===== config.mk =====
export PLATFORM = sky130hd
export DESIGN_NAME = demod_integrator_flat
export DESIGN_NICKNAME = d
export VERILOG_FILES = /design/src/rtl/demod_integrator_if.sv /design/src/rtl/demod_integrator.sv /design/src/flat_wrapper.sv
export SDC_FILE = /design/constraint.sdc
export NUM_CORES = 1
export LEC_CHECK = 0
export BUFFER_PORTS_ARGS = -buffer_cell sky130_fd_sc_hd__buf_2
export CORE_ASPECT_RATIO = 0.6
export CORE_MARGIN = 2
export CORE_UTILIZATION = 40
export DETAILED_ROUTE_END_ITERATION = 7
export HOLD_SLACK_MARGIN = 0.1
export PLACE_DENSITY_LB_ADDON = 0.3
export SKIP_CTS_REPAIR_TIMING = 1
export SLEW_MARGIN = 20
export SYNTH_ARGS = -nofsm -noshare
export SYNTH_HDL_FRONTEND = slang
export SYNTH_SLANG_ARGS = --single-unit
export TNS_END_PERCENT = 30

===== constraint.sdc =====
create_clock -name clk -period 12.65 [get_ports clk]
set_input_delay 0.6325 -clock clk [delete_from_list [all_inputs] [get_ports clk]]
set_output_delay 0.6325 -clock clk [all_outputs]
set_load 0.01 [all_outputs]

===== src/rtl/demod_integrator_if.sv =====
// Sample/result bundle between the mixer product source and the demod integrator.
// The source drives the product stream and window controls; the integrator returns averaged results.
interface demod_integrator_if #(
  parameter int P_WIDTH   = 32,
  parameter int OUT_WIDTH = 16
);
  logic                        en;
  logic [4:0]                  len_log2;
  logic signed [P_WIDTH-1:0]   p_in;
  logic                        p_valid;
  logic signed [OUT_WIDTH-1:0] y;
  logic                        y_valid;
  logic                        sat;
  logic                        busy;

  modport master (output en, len_log2, p_in, p_valid, input y, y_valid, sat, busy);
  modport slave  (input en, len_log2, p_in, p_valid, output y, y_valid, sat, busy);
endinterface


===== src/rtl/demod_integrator.sv =====
// Integrate-and-dump averager: sums 2^len_log2 valid products, shifts down by the
// window exponent plus OUT_SHIFT, and saturates into a signed OUT_WIDTH result.
module demod_integrator #(
  parameter int P_WIDTH   = 32,
  parameter int ACC_WIDTH = 48,
  parameter int OUT_WIDTH = 16,
  parameter int OUT_SHIFT = 0
) (
  input  logic             clk,
  input  logic             rst,
  demod_integrator_if.slave bus
);
  typedef enum logic {IDLE, ACCUM} state_t;

  localparam logic signed [ACC_WIDTH-1:0] Y_MAX =
    {{(ACC_WIDTH-OUT_WIDTH+1){1'b0}}, {(OUT_WIDTH-1){1'b1}}};
  localparam logic signed [ACC_WIDTH-1:0] Y_MIN =
    {{(ACC_WIDTH-OUT_WIDTH+1){1'b1}}, {(OUT_WIDTH-1){1'b0}}};

  state_t                      state_q, state_d;
  logic signed [ACC_WIDTH-1:0] acc_q, acc_d;
  logic [15:0]                 cnt_q, cnt_d;
  logic [4:0]                  len_q, len_d;
  logic signed [OUT_WIDTH-1:0] y_q, y_d;
  logic                        sat_q, sat_d;
  logic                        y_valid_q, y_valid_d;

  logic [4:0]                  len_clamp, len_eff;
  logic signed [ACC_WIDTH-1:0] sum, r;
  logic [7:0]                  shamt;
  logic                        last;
  logic signed [OUT_WIDTH-1:0] y_sat;
  logic                        sat_flag;

  always_comb begin
    len_clamp = (bus.len_log2 > 5'd16) ? 5'd16 : bus.len_log2;
    // The first sample of a window already uses the freshly latched length,
    // which is what lets len_log2=0 complete on every sample.
    len_eff   = (cnt_q == 16'd0) ? len_clamp : len_q;
    sum       = acc_q + ACC_WIDTH'(bus.p_in);
    shamt     = 8'(len_eff) + 8'(OUT_SHIFT);
    r         = sum >>> shamt;
    last      = ({1'b0, cnt_q} == ((17'd1 << len_eff) - 17'd1));
    y_sat     = r[OUT_WIDTH-1:0];
    sat_flag  = 1'b0;
    if (r > Y_MAX) begin
      y_sat    = Y_MAX[OUT_WIDTH-1:0];
      sat_flag = 1'b1;
    end else if (r < Y_MIN) begin
      y_sat    = Y_MIN[OUT_WIDTH-1:0];
      sat_flag = 1'b1;
    end
  end

  always_comb begin
    state_d   = state_q;
    acc_d     = acc_q;
    cnt_d     = cnt_q;
    len_d     = len_q;
    y_d       = y_q;
    sat_d     = sat_q;
    y_valid_d = 1'b0;
    case (state_q)
      IDLE: begin
        acc_d = '0;
        cnt_d = '0;
        if (bus.en) begin
          state_d = ACCUM;
          len_d   = len_clamp;
        end
      end
      ACCUM: begin
        if (!bus.en) begin
          state_d = IDLE;
          acc_d   = '0;
          cnt_d   = '0;
        end else if (bus.p_valid) begin
          if (cnt_q == 16'd0) len_d = len_clamp;
          if (last) begin
            acc_d     = '0;
            cnt_d     = '0;
            y_d       = y_sat;
            sat_d     = sat_flag;
            y_valid_d = 1'b1;
          end else begin
            acc_d = sum;
            cnt_d = cnt_q + 16'd1;
          end
        end
      end
      default: state_d = IDLE;
    endcase
  end

  always_ff @(posedge clk) begin
    if (rst) begin
      state_q   <= IDLE;
      acc_q     <= '0;
      cnt_q     <= '0;
      len_q     <= '0;
      y_q       <= '0;
      sat_q     <= 1'b0;
      y_valid_q <= 1'b0;
    end else begin
      state_q   <= state_d;
      acc_q     <= acc_d;
      cnt_q     <= cnt_d;
      len_q     <= len_d;
      y_q       <= y_d;
      sat_q     <= sat_d;
      y_valid_q <= y_valid_d;
    end
  end

  assign bus.y       = y_q;
  assign bus.sat     = sat_q;
  assign bus.y_valid = y_valid_q;
  assign bus.busy    = (state_q == ACCUM) && (cnt_q != 16'd0);
endmodule


===== src/flat_wrapper.sv =====
// flat-port wrapper written by rule: the top's interface ports become plain ports
module demod_integrator_flat 
#(
  parameter int P_WIDTH   = 32,
  parameter int ACC_WIDTH = 48,
  parameter int OUT_WIDTH = 16,
  parameter int OUT_SHIFT = 0
)
  (clk, rst, bus_en, bus_len_log2, bus_p_in, bus_p_valid, bus_y, bus_y_valid, bus_sat, bus_busy);
  demod_integrator_if #(.P_WIDTH(P_WIDTH), .OUT_WIDTH(OUT_WIDTH)) bus_i ();
  input  logic clk;
  input  logic rst;
  input wire logic [$bits(bus_i.en)-1:0] bus_en;
  input wire logic [$bits(bus_i.len_log2)-1:0] bus_len_log2;
  input wire logic [$bits(bus_i.p_in)-1:0] bus_p_in;
  input wire logic [$bits(bus_i.p_valid)-1:0] bus_p_valid;
  output wire logic [$bits(bus_i.y)-1:0] bus_y;
  output wire logic [$bits(bus_i.y_valid)-1:0] bus_y_valid;
  output wire logic [$bits(bus_i.sat)-1:0] bus_sat;
  output wire logic [$bits(bus_i.busy)-1:0] bus_busy;
  assign bus_i.en = bus_en;
  assign bus_i.len_log2 = bus_len_log2;
  assign bus_i.p_in = bus_p_in;
  assign bus_i.p_valid = bus_p_valid;
  assign bus_y = bus_i.y;
  assign bus_y_valid = bus_i.y_valid;
  assign bus_sat = bus_i.sat;
  assign bus_busy = bus_i.busy;
  demod_integrator #(.P_WIDTH(P_WIDTH), .ACC_WIDTH(ACC_WIDTH), .OUT_WIDTH(OUT_WIDTH), .OUT_SHIFT(OUT_SHIFT)) u_core (.clk(clk), .rst(rst), .bus(bus_i));
endmodule

==> impl_summary.md, run 1 <==
Status
The flow ran to the end, and the final reports show no timing, DRC or antenna violations.

Critical path
The data required time of the worst path is 12.94 ns. Setup slack on the worst reg-to-reg path comes out at 4.79 ns. The critical path class is register to register. The top fanout value on the critical path is 36. STA classifies the critical path endpoint as a register. Counting cells, the worst reg-to-reg path comes to 17.

The kind of start point of the critical path is a register. The arrival time at the worst endpoint is 8.15 ns.

Routing
The detailed router placed 13702 vias in this run. The number of search-and-repair iterations in the first detailed-routing pass is 8. After detailed routing, the total wire length is 46.5 mm. The remaining design rule violation count is 0. In this run the remaining antenna-violating nets after routing total 0. In this run, the number of DRC markers left after iteration 0 of detailed routing was 2169.

The routed length per placed instance is 23.0 um. Dividing the detail-routed via count by the number of cells gives 6.80.

Yosys
The area of the mapped netlist is 0.0115 sq mm. For this run, the number of Yosys warnings is 0. The count of cell types in the netlist is 94. In the post-synthesis netlist, the biggest area contributors are sky130_fd_sc_hd__dfxtp_1, sky130_fd_sc_hd__nor2_1, sky130_fd_sc_hd__nand2_1. The dominant register cell in the synthesized netlist is sky130_fd_sc_hd__dfxtp_1. Counting flops with a built-in enable in the synthesized netlist gives 0.

Synthesis inferred 88 register bits. When the netlist entered floorplanning its net count stood at 1774. The share of synthesized area occupied by flip-flops and latches is 15.3%. After synthesis, the largest area contributor takes up 15.3% of total cell area. The largest total area in the synthesized netlist belongs to sky130_fd_sc_hd__dfxtp_1. The cell count after synthesis came out at 1682. The average instance in the mapped netlist occupies 6.85 sq um. The fraction of registers with async set or reset after synthesis is 0%.

Finish
The proportion of layout cells with a drive suffix above 1 is 8.71%. At the end of the flow, the number of nets in the layout was 1728. The relative area change from synthesis to final layout is 5.46%. In the final layout, flip-flops and latches occupy 0.00176 sq mm. The final antenna diode count is 0. Counting the fill cells in the layout gives 2993. In the final layout, the multi-input gates occupy 0.00918 sq mm.

Timing
The number of failing setup endpoints in the final timing report is 0. The actual slew at the worst max-slew pin is 1.11 ns. For the finished layout, the period the worst path requires is 7.86 ns. The number of pins with negative max-slew slack in the final report is 0. Setup repair after global routing left no endpoint under its margin. The final-layout setup total negative slack is 0 ns. Dividing the final minimum period by the clock period gives 62.2%.

The final number of hold-violating endpoints was 0. Timing would allow up to 127 MHz. The relative slew slack is 25.5%. Across all hold checks on the routed design, the worst slack comes to 0.504 ns. On the final layout, the worst clock skew is 0.0121 ns.

Placed design
The HPWL after detailed placement is 35.5 mm. The congestion estimate from routability-driven global placement came to 0.986. The count of buffers added on input and output ports is 59.

Floorplan
In this run the count of I/O pins placed on the die edge is 60. The x dimension of the die is 223 um. The die covers 0.0302 sq mm. The core footprint is 0.0285 sq mm. The standard-cell row count is 48. In this run the vertical extent of the chip is 135 um. The initial utilization of the core area, before any placement, comes to 40.4%.

Global routing
The wire length of the first global-routing pass is 71.5 mm. Global routing used 30.4% of the available tracks across all layers. The number of antenna violations at the first check in global routing is 1. The number of global-route vias before repair was 11984.

Entering global routing, the biggest net connects 71 pins. After global routing the overflow that remains totals 0.

CTS
The clock slew at the register clock pins of the worst setup and hold paths is 0.07 ns. The CTS tree is yes. The clock latency on the worst-skew pair is 0.39 ns. The number of buffers created by CTS is 9. The buffer depth of the longest clock path is 2. The clock root buffer is sky130_fd_sc_hd__clkbuf_16.

The clock net sink count is 88. The number of H-tree levels is 3.

Job
Across the run, the number of max-cap violations was 0.

Hold path
The min-delay analysis places its worst path in the category input pin to register. The instance count along the most critical hold path is 2.

Power and ir drop
The leakage power total is 4.53 nW. VDD sags by at most 0.0000551 V. In this run the power density over the cells is 74.6 mW/mm^2.
stage by stage:
| stage | setup WS, ns | instance area (sq um) | util [%] | std cells | power (mW) |
|---|---|---|---|---|---|
| after CTS | 5.02 | 12200 | 42.6 | 2016 | 0.900 |
| after floorplan | 6.86 | 11500 | - | 1682 | 0.520 |
| final | 4.79 | 12200 | 42.6 | 2016 | 0.907 |
| after global routing | 4.26 | 12200 | 42.6 | 2016 | 0.948 |
| after detailed placement | 5.07 | 11900 | 41.5 | 2000 | 0.609 |
| after global placement | 5.17 | 11900 | 41.5 | 2000 | 0.608 |
routing by layer:
| metal | wire [um] | track usage (%) | part of all wire, % |
|---|---|---|---|
| met1 | 22300 | 47.0 | 48 |
| met2 | 17400 | 39.8 | 37 |
| met3 | 6030 | 9.41 | 13 |
| met4 | 751 | 6.71 | 1.6 |
| met5 | 13 | 0 | 0.028 |
cell usage after synthesis, drive strengths merged, types with 18 or more instances:
master and instances:
a211oi 37, a21o 21, a21oi 128, a22oi 51, a31oi 19, and2 20, buf 61, clkbuf 68
dfxtp 88, ha 50, mux2i 52, nand2 179, nand3 53, nand4 42, nor2 236, nor3 50
o211ai 47, o21ai 137, o22ai 21, xor2 18
critical path, cell delays in order (launching register included):
cell and delay, ns:
sky130_fd_sc_hd__dfxtp_1 0.46, sky130_fd_sc_hd__nor4_1 0.53, sky130_fd_sc_hd__and4_1 0.93, sky130_fd_sc_hd__mux2_2 0.69, sky130_fd_sc_hd__nor2_1 0.75, sky130_fd_sc_hd__nand3_1 0.16, sky130_fd_sc_hd__ha_1 0.42, sky130_fd_sc_hd__nor4_1 0.58
sky130_fd_sc_hd__o2111a_1 0.29, sky130_fd_sc_hd__a211oi_1 0.07, sky130_fd_sc_hd__a2111oi_2 0.60, sky130_fd_sc_hd__nand4b_1 0.26, sky130_fd_sc_hd__a2111oi_2 0.28, sky130_fd_sc_hd__nand4_1 0.13, sky130_fd_sc_hd__nor4_1 0.36, sky130_fd_sc_hd__nand4_1 0.65
sky130_fd_sc_hd__and2_0 0.41, sky130_fd_sc_hd__o21a_1 0.17
placed cells by master, fill, tap and decap left out, drive strengths merged, types with 15 or more instances in the layout:
cell type  instances
nor2             236
nand2            179
o21ai            137
a21oi            128
dfxtp             88
buf               72
nand3             53
mux2i             52
a22oi             51
nor3              50
ha                50
o211ai            47
nand4             42
a211oi            37
a21o              21
o22ai             21
and2              20
a31oi             19
xor2              18
xnor2             17
nor4              17
mux2              16
o21a              15
a221oi            15
power breakdown:
group	internal (mW)	switching [mW]
logic	0.106	0.228
clock network	0.158	0.133
registers	0.279	0.00263
cells by family (layout without fill, tap and decap cells):
| logic type | after synthesis | count (layout) | share of synthesized area (%) |
|---|---|---|---|
| AOI/OAI and AO/OA | 624 | 624 | 37.1 |
| xor gates and xnor gates | 35 | 35 | 2.66 |
| adders and majority gates | 51 | 51 | 5.60 |
| buffers and inverters | 143 | 102 | 5.81 |
| DFF | 88 | 88 | 15.3 |
| muxes | 70 | 70 | 6.54 |
| and+or+nand+nor | 671 | 671 | 27.0 |
flip-flops by register name, summed over array words and instances, names as in the netlist:
| register | count |
|---|---|
| u_core.cnt_q | 16 |
| u_core.state_q | 1 |
| u_core.len_q | 5 |
| u_core.bus.y_valid | 1 |
| u_core.acc_q | 48 |
| u_core.bus.y | 16 |
| u_core.bus.sat | 1 |
final cells by class:
cell class,count,area share (%)
inverter,14,0.432
clock inverter,5,0.463
multi-input combinational,1451,75.5
clock buffer,11,2.00
timing repair buffer,72,3.23
tap,375,3.86
sequential,88,14.5
worst paths after layout:
path / start / endpoint
max: u_core.cnt_q[3] / u_core.bus.sat
min: bus_en / u_core.state_q
max reg2reg: u_core.cnt_q[3] / u_core.bus.sat
min reg2reg: u_core.acc_q[30] / u_core.acc_q[30]
(Power assumes the default switching activity.)
==> run 2: changes to the inputs <==
==> constraint.sdc (replaced) <==
create_clock -name clk -period 8.07 [get_ports clk]
set_input_delay 0.4035 -clock clk [delete_from_list [all_inputs] [get_ports clk]]
set_output_delay 0.4035 -clock clk [all_outputs]
set_load 0.01 [all_outputs]
==> impl_summary.md, run 2 (synthesized netlist as in run 1, its figures left out) <==
Power and ir drop
The cell area power density is 121 mW/mm^2. Across the VDD grid, the largest voltage drop is 0.0000835 V. The leakage power total is 4.58 nW.

After layout, the design draws a total of 1.48 mW.

CTS
The buffer depth of the longest clock path is 2. The later pin in the worst-skew pair is clocked with a latency of 0.39 ns. The clock net sink count is 88. The clock root buffer is sky130_fd_sc_hd__clkbuf_16. Clock-pin slew was measured on the worst setup and hold paths at 0.07 ns. The H-tree generated during clock tree synthesis spans 3 levels. TritonCTS built the clock tree. Counting the buffers created by CTS gives 9.

Finish
The flip-flop count of the largest register after layout is 48. The most common library cell in the layout ignoring fill and taps is sky130_fd_sc_hd__nor2_1. The final-layout fill cell count is 2987. The post-route netlist has 8.99% of its cells at a drive strength greater than 1.

The final layout net count is 1733. Ranked by flip-flop count, first place goes to u_core.acc_q. The final antenna diode count is 0.

From synthesis to final layout, the design area changed by 6.11%. The library cells used most frequently in the layout, excluding fill and tap cells, are sky130_fd_sc_hd__nor2_1, sky130_fd_sc_hd__nand2_1, sky130_fd_sc_hd__a21oi_1.

Routing
The first routing iteration left 1908 violations. The routed length per placed instance is 23.4 um. Using the TritonRoute via totals, the vias-per-cell ratio works out to 6.81.

The remaining design rule violation count is 0. The final routed wirelength across all metal layers is 47.2 mm. The routed length on met2 is 17.9 mm. Routed signal wires occupy layers up through met4. The total routed wire length on the met1 layer is 22.6 mm. The number of search-and-repair iterations in the first detailed-routing pass is 5. The routed wire length on met3 is 6.17 mm.

The post-detailed-route count of antenna-violating nets is 0. The via total after detailed routing is 13766.

Critical path
The critical path goes through inv_1 -> ha_1 -> nor3b_1 -> and4_1 -> buf_4 -> mux2_4 -> nor2_1 -> nand2_1 -> ha_1 -> nor4_1 -> o2111a_1 -> a211oi_1 -> a2111oi_2 -> nand4b_1 -> a2111oi_2 -> nand4_1 -> nor4_1 -> nand4_1 -> and2_0 -> o21a_1. The kind of start point of the critical path is a register. The critical path class is register to register. The worst register-to-register path has a setup slack of 1.05 ns. Data on the critical path is required at its endpoint by 8.35 ns. On the critical path, the stage with the largest delay is an instance of sky130_fd_sc_hd__nand4_1. The arrival time at the worst endpoint is 7.31 ns. STA classifies the critical path endpoint as a register. The largest stage delay on the critical path is 0.63 ns.

In this run the worst path has a maximum fanout of 48.

Timing
The actual slew at the worst max-slew pin is 1.20 ns. The final number of hold-violating endpoints came to 0. The final period demand of the worst path is 7.02 ns.

The final critical path takes up 87.1% of the cycle. Setup repair after global routing left no endpoint under its margin. Setup total negative slack on the finished layout was measured at 0 ns. Derived from the worst setup path, the maximum achievable clock frequency is 142 MHz.

The relative slew slack is 19.1%. For the final database, setup skew stands at 0.0183 ns. Setup violations remaining at the end of the flow were counted as 0. The number of pins with negative max-slew slack in the final report is 0.

Job
Across the run, the number of max-cap violations was 0.

Floorplan
The floorplan step defined a die boundary enclosing 0.0302 sq mm. For this configuration, the core starts out at a cell density of 40.4%. The standard-cell row count is 48.

The die is 135 um tall. The core footprint is 0.0285 sq mm. From left edge to right edge, the die measures 223 um. 60 I/O pins were placed.

Global routing
The number of global-route vias before repair is 12038. The total routing usage reported by global routing is 30.6%. Entering global routing, the biggest net connects 68 pins.

The remaining global-route overflow is 0. The number of antenna violations at the first check in global routing came to 0. The first global-routing pass estimated 72.1 mm of wire.

Hold path
The tightest min-delay check is of the input pin to register type.

Placed design
The HPWL after detailed placement is 36.3 mm. The congestion estimate from routability-driven global placement came to 0.988. The count of buffers added on input and output ports is 59.

Status
The flow ran to the end, and the final reports show no timing, DRC or antenna violations.
run 2: power breakdown:
group          internal [mW]  leakage [nW]  switching [mW]
combinational          0.167          3.70           0.361
clock                  0.302         0.162           0.206
sequential             0.438         0.710         0.00415
total                  0.907          4.58           0.571
run 2: routing by layer:
metal | up-vias | global-route usage, %
li1 | 6351 | -
met4 | 0 | 5.82
met1 | 6532 | 46.9
met3 | 57 | 9.02
met5 | - | 0
met2 | 826 | 41.3
run 2: layout make-up:
class	count	area, sq um	area share, %
well taps	375	469	3.84
clock buffers	10	229	1.87
repair buffers	77	430	3.52
multi-input cells	1451	9180	75.0
inverters	14	52.6	0.430
clock inverters	6	108	0.880
flip-flops and latches	88	1760	14.4
run 2: path summary, 6_finish.rpt:
kind                                  startpoint          endpoint  cells past startpoint
worst min-delay path                      bus_en    u_core.state_q                      2
worst min register to register  u_core.acc_q[30]  u_core.acc_q[30]                      2
worst max register to register   u_core.cnt_q[0]    u_core.bus.sat                     20
worst max-delay path             u_core.cnt_q[0]    u_core.bus.sat                     20
run 2: critical path, delay by kind of cell, from the launching register on:
| family | cells | cell delay, ns |
|---|---|---|
| fa+ha+maj | 2 | 0.54 |
| flops | 1 | 0.37 |
| compound gates | 5 | 1.33 |
| simple gates | 10 | 3.73 |
| buf+inv | 2 | 0.39 |
| mux | 1 | 0.53 |
run 2: metrics by stage:
stage	hold slack [ns]	setup slack (ns)	util, %	instance area, sq um	cells
2_1_floorplan	0.458	2.28	-	11500	1682
3_3_place_gp	0.473	1.44	41.7	11900	2005
3_5_place_dp	0.484	1.22	41.7	11900	2005
4_1_cts	0.273	1.18	42.9	12200	2021
5_1_grt	0.292	0.488	42.9	12200	2021
6_report	0.289	1.05	42.9	12200	2021
==> run 3: changes to the inputs <==
--- a/config.mk
+++ b/config.mk
@@ -5,11 +5,11 @@
 export SDC_FILE = /design/constraint.sdc
 export NUM_CORES = 1
 export LEC_CHECK = 0
-export BUFFER_PORTS_ARGS = -buffer_cell sky130_fd_sc_hd__buf_2
 export CORE_ASPECT_RATIO = 0.6
 export CORE_MARGIN = 2
 export CORE_UTILIZATION = 40
 export DETAILED_ROUTE_END_ITERATION = 7
+export DONT_BUFFER_PORTS = 1
 export HOLD_SLACK_MARGIN = 0.1
 export PLACE_DENSITY_LB_ADDON = 0.3
 export SKIP_CTS_REPAIR_TIMING = 1
==> impl_summary.md, run 3 (synthesized netlist as in run 1, its figures left out) <==
Status
The flow ran to the end, and the final reports show no timing, DRC or antenna violations.

Power and ir drop
Summed over all cells, the static leakage comes to 4.30 nW. The power share of the sequential group is 31.8%. The net load switching power is 0.578 mW. The cell internal power dissipation is 0.811 mW.

The maximum VDD drop is 0.0000958 V. In this run the power density over the cells is 117 mW/mm^2. Of the total power, combinational logic draws 37.3%. In this run switching power makes up 41.6% of total power.

Per report_power, the clock group accounts for 30.9% of the total.

Critical path
The worst reg2reg path startpoint is u_core.cnt_q[3]. The number of cells on the worst reg-to-reg path is 17. The most common cell type on the critical path is sky130_fd_sc_hd__nor4_1. For the worst setup path, the data arrival time is 7.36 ns. The family with the most delay on the worst path is simple AND/OR/NAND/NOR gates. Traced cell by cell, the critical path runs through nor4_1 -> and4_1 -> mux2_2 -> nor2_1 -> nand3_1 -> ha_1 -> nor4_1 -> o2111a_1 -> a211oi_1 -> a2111oi_2 -> nand4b_1 -> a2111oi_2 -> nand4_1 -> nor4_1 -> nand4_1 -> and2_0 -> o21a_1. The kind of start point of the critical path is a register. The number of buffer and inverter instances along the worst setup path is 0. The type of element capturing the critical path is a register.

At the worst endpoint, the required time is 8.36 ns. Of all nets on the critical path, the largest fanout is 16. On the worst path, the slowest cell contributes a delay of 0.69 ns.

The critical path class is register to register. The standard cell with the maximum stage delay on the critical path is sky130_fd_sc_hd__nor2_1. The worst-case register-to-register setup slack is 0.99 ns. The terminus of the critical flop-to-flop path is u_core.bus.sat.

Routing
The final layout contains routed wiring with a total length of 47.6 mm. The count of nets left with antenna violations once routing finished came out at 0. In this run, the number of DRC markers left after iteration 0 of detailed routing was 1920. The via total after detailed routing is 13442. After detailed routing, the number of remaining DRC violations is 0.

The first detailed-routing pass took 6 iterations. The ratio of routed vias to standard cells is 6.84. The routed length per placed instance is 24.2 um.

Finish
The final-layout fill cell count is 3041. In the layout the commonest cells are sky130_fd_sc_hd__nor2_1, sky130_fd_sc_hd__nand2_1, sky130_fd_sc_hd__a21oi_1. In the final layout, the share of cells above drive strength 1 is 5.54%. The most common library cell in the layout ignoring fill and taps is sky130_fd_sc_hd__nor2_1.

The final layout net count is 1676. The flip-flop count of the largest register after layout is 48. More flip-flops sit in one register than any other, and that register is u_core.acc_q. From synthesis to final layout, the design area changed by 3.37%. The number of antenna diodes in the final layout is 0.

Floorplan
The die covers 0.0302 sq mm. For this configuration, the core starts out at a cell density of 40.4%. The standard-cell row count is 48.

The total I/O pin count is 60. The region available for standard cell placement spans 0.0285 sq mm. Measured along the x axis, the die boundary spans 223 um. The die outline height is 135 um.

Global routing
Entering global routing, the biggest net connects 90 pins. The wire length of the first global-routing pass is 71.3 mm. The total routing usage reported by global routing is 30.7%. The number of antenna violations at the first check in global routing is 0. The number of global-route vias before repair came to 11756.

The total overflow left after global routing is 0.

Placed design
At the end of routability-driven placement, the weighted congestion stood at 0.981. The count of buffers added on input and output ports is 0. The HPWL after detailed placement is 36.2 mm.

CTS
For this design, the sink count on the clock tree is 88. The clock tree synthesis step divided the H-tree into 3 levels. The clock slew at the register clock pins of the worst setup and hold paths is 0.07 ns.

In this run the clock root is driven by a sky130_fd_sc_hd__clkbuf_16. The CTS tree is yes. For the worst-skew pair, the clock arrives at the later sink with an insertion delay of 0.39 ns. In this run, CTS created clock tree buffers numbering 9. The clock passes through at most 2 buffers.

Timing
For this run, the top clock speed supported by timing is 141 MHz. The hold slack is 0.146 ns. The final period demand of the worst path is 7.08 ns. The share of the cycle needed by the critical path after routing is 87.7%. Setup repair after global routing left no endpoint under its margin.

The final number of hold-violating endpoints is 0. The number of failing setup endpoints in the final timing report is 0. For the pin with the worst max-slew slack, the measured transition is 1.14 ns. The final-layout setup total negative slack is 0 ns. The number of pins with negative max-slew slack in the final report was 0. The clock arrives with 0.0195 ns of skew. Measured against its own limit, the worst slew margin works out to 23.3%.

Hold path
In this run the most critical hold path is launched from bus_en. For hold timing, the worst endpoint is u_core.state_q. Counting instances, the worst hold path has a depth of 1. The min-delay analysis places its worst path in the category input pin to register.

Job
Across the run, the number of max-cap violations was 0.
## run 3: cell types whose count changed in the layout (fill, tap and decap cells not counted), sizes merged
cell         delta
buf            -60
bufinv          -3
dlygate4sd3     +3
clkinv          +2
inv             +1
## run 3: final cells by class
type	instances	area [sq um]	share of cell area, %
multi-input cells	1451	9180	77.0
flip-flops and latches	88	1760	14.8
inverters	14	52.6	0.441
clock inverters	6	43.8	0.368
repair buffers	20	178	1.49
well taps	375	469	3.94
clock buffers	10	229	1.92
## run 3: power by group through the flow
stage	combinational (mW)	sequential (mW)	clock, mW
after detailed placement	0.485	0.452	0
after global placement	0.486	0.452	0
final	0.518	0.442	0.429
after CTS	0.487	0.442	0.439
after floorplan	0.364	0.450	0
after global routing	0.555	0.443	0.453
## run 3: how the worst max path moves through the flow
stage,start,endpoint,slack [ns],depth (start not counted)
finish,u_core.cnt_q[3],u_core.bus.sat,0.99,17
global route,u_core.cnt_q[3],u_core.bus.sat,0.49,17
CTS,u_core.cnt_q[3],u_core.bus.sat,1.08,17
detailed placement,u_core.cnt_q[3],u_core.bus.sat,1.09,17
global placement,u_core.cnt_q[3],u_core.bus.sat,1.32,17
floorplan,u_core.cnt_q[4],u_core.bus.y[4],2.28,26
## run 3: metrics by stage
step	total power [mW]	cells	setup WS [ns]	instance area [sq um]	util, %
after floorplan	0.815	1682	2.28	11500	-
after global placement	0.938	1944	1.32	11600	40.6
after detailed placement	0.937	1944	1.09	11600	40.6
after CTS	1.37	1960	1.08	11900	41.5
after global routing	1.45	1964	0.485	11900	41.7
final	1.39	1964	0.995	11900	41.7
## run 3: per-layer routing
layer | global-route usage [%] | wire length (um) | vias to the layer above
met4 | 5.74 | 612 | 0
li1 | - | - | 6248
met5 | 0 | 0 | -
met2 | 40.5 | 17600 | 747
met3 | 8.78 | 6230 | 50
met1 | 47.8 | 23200 | 6397
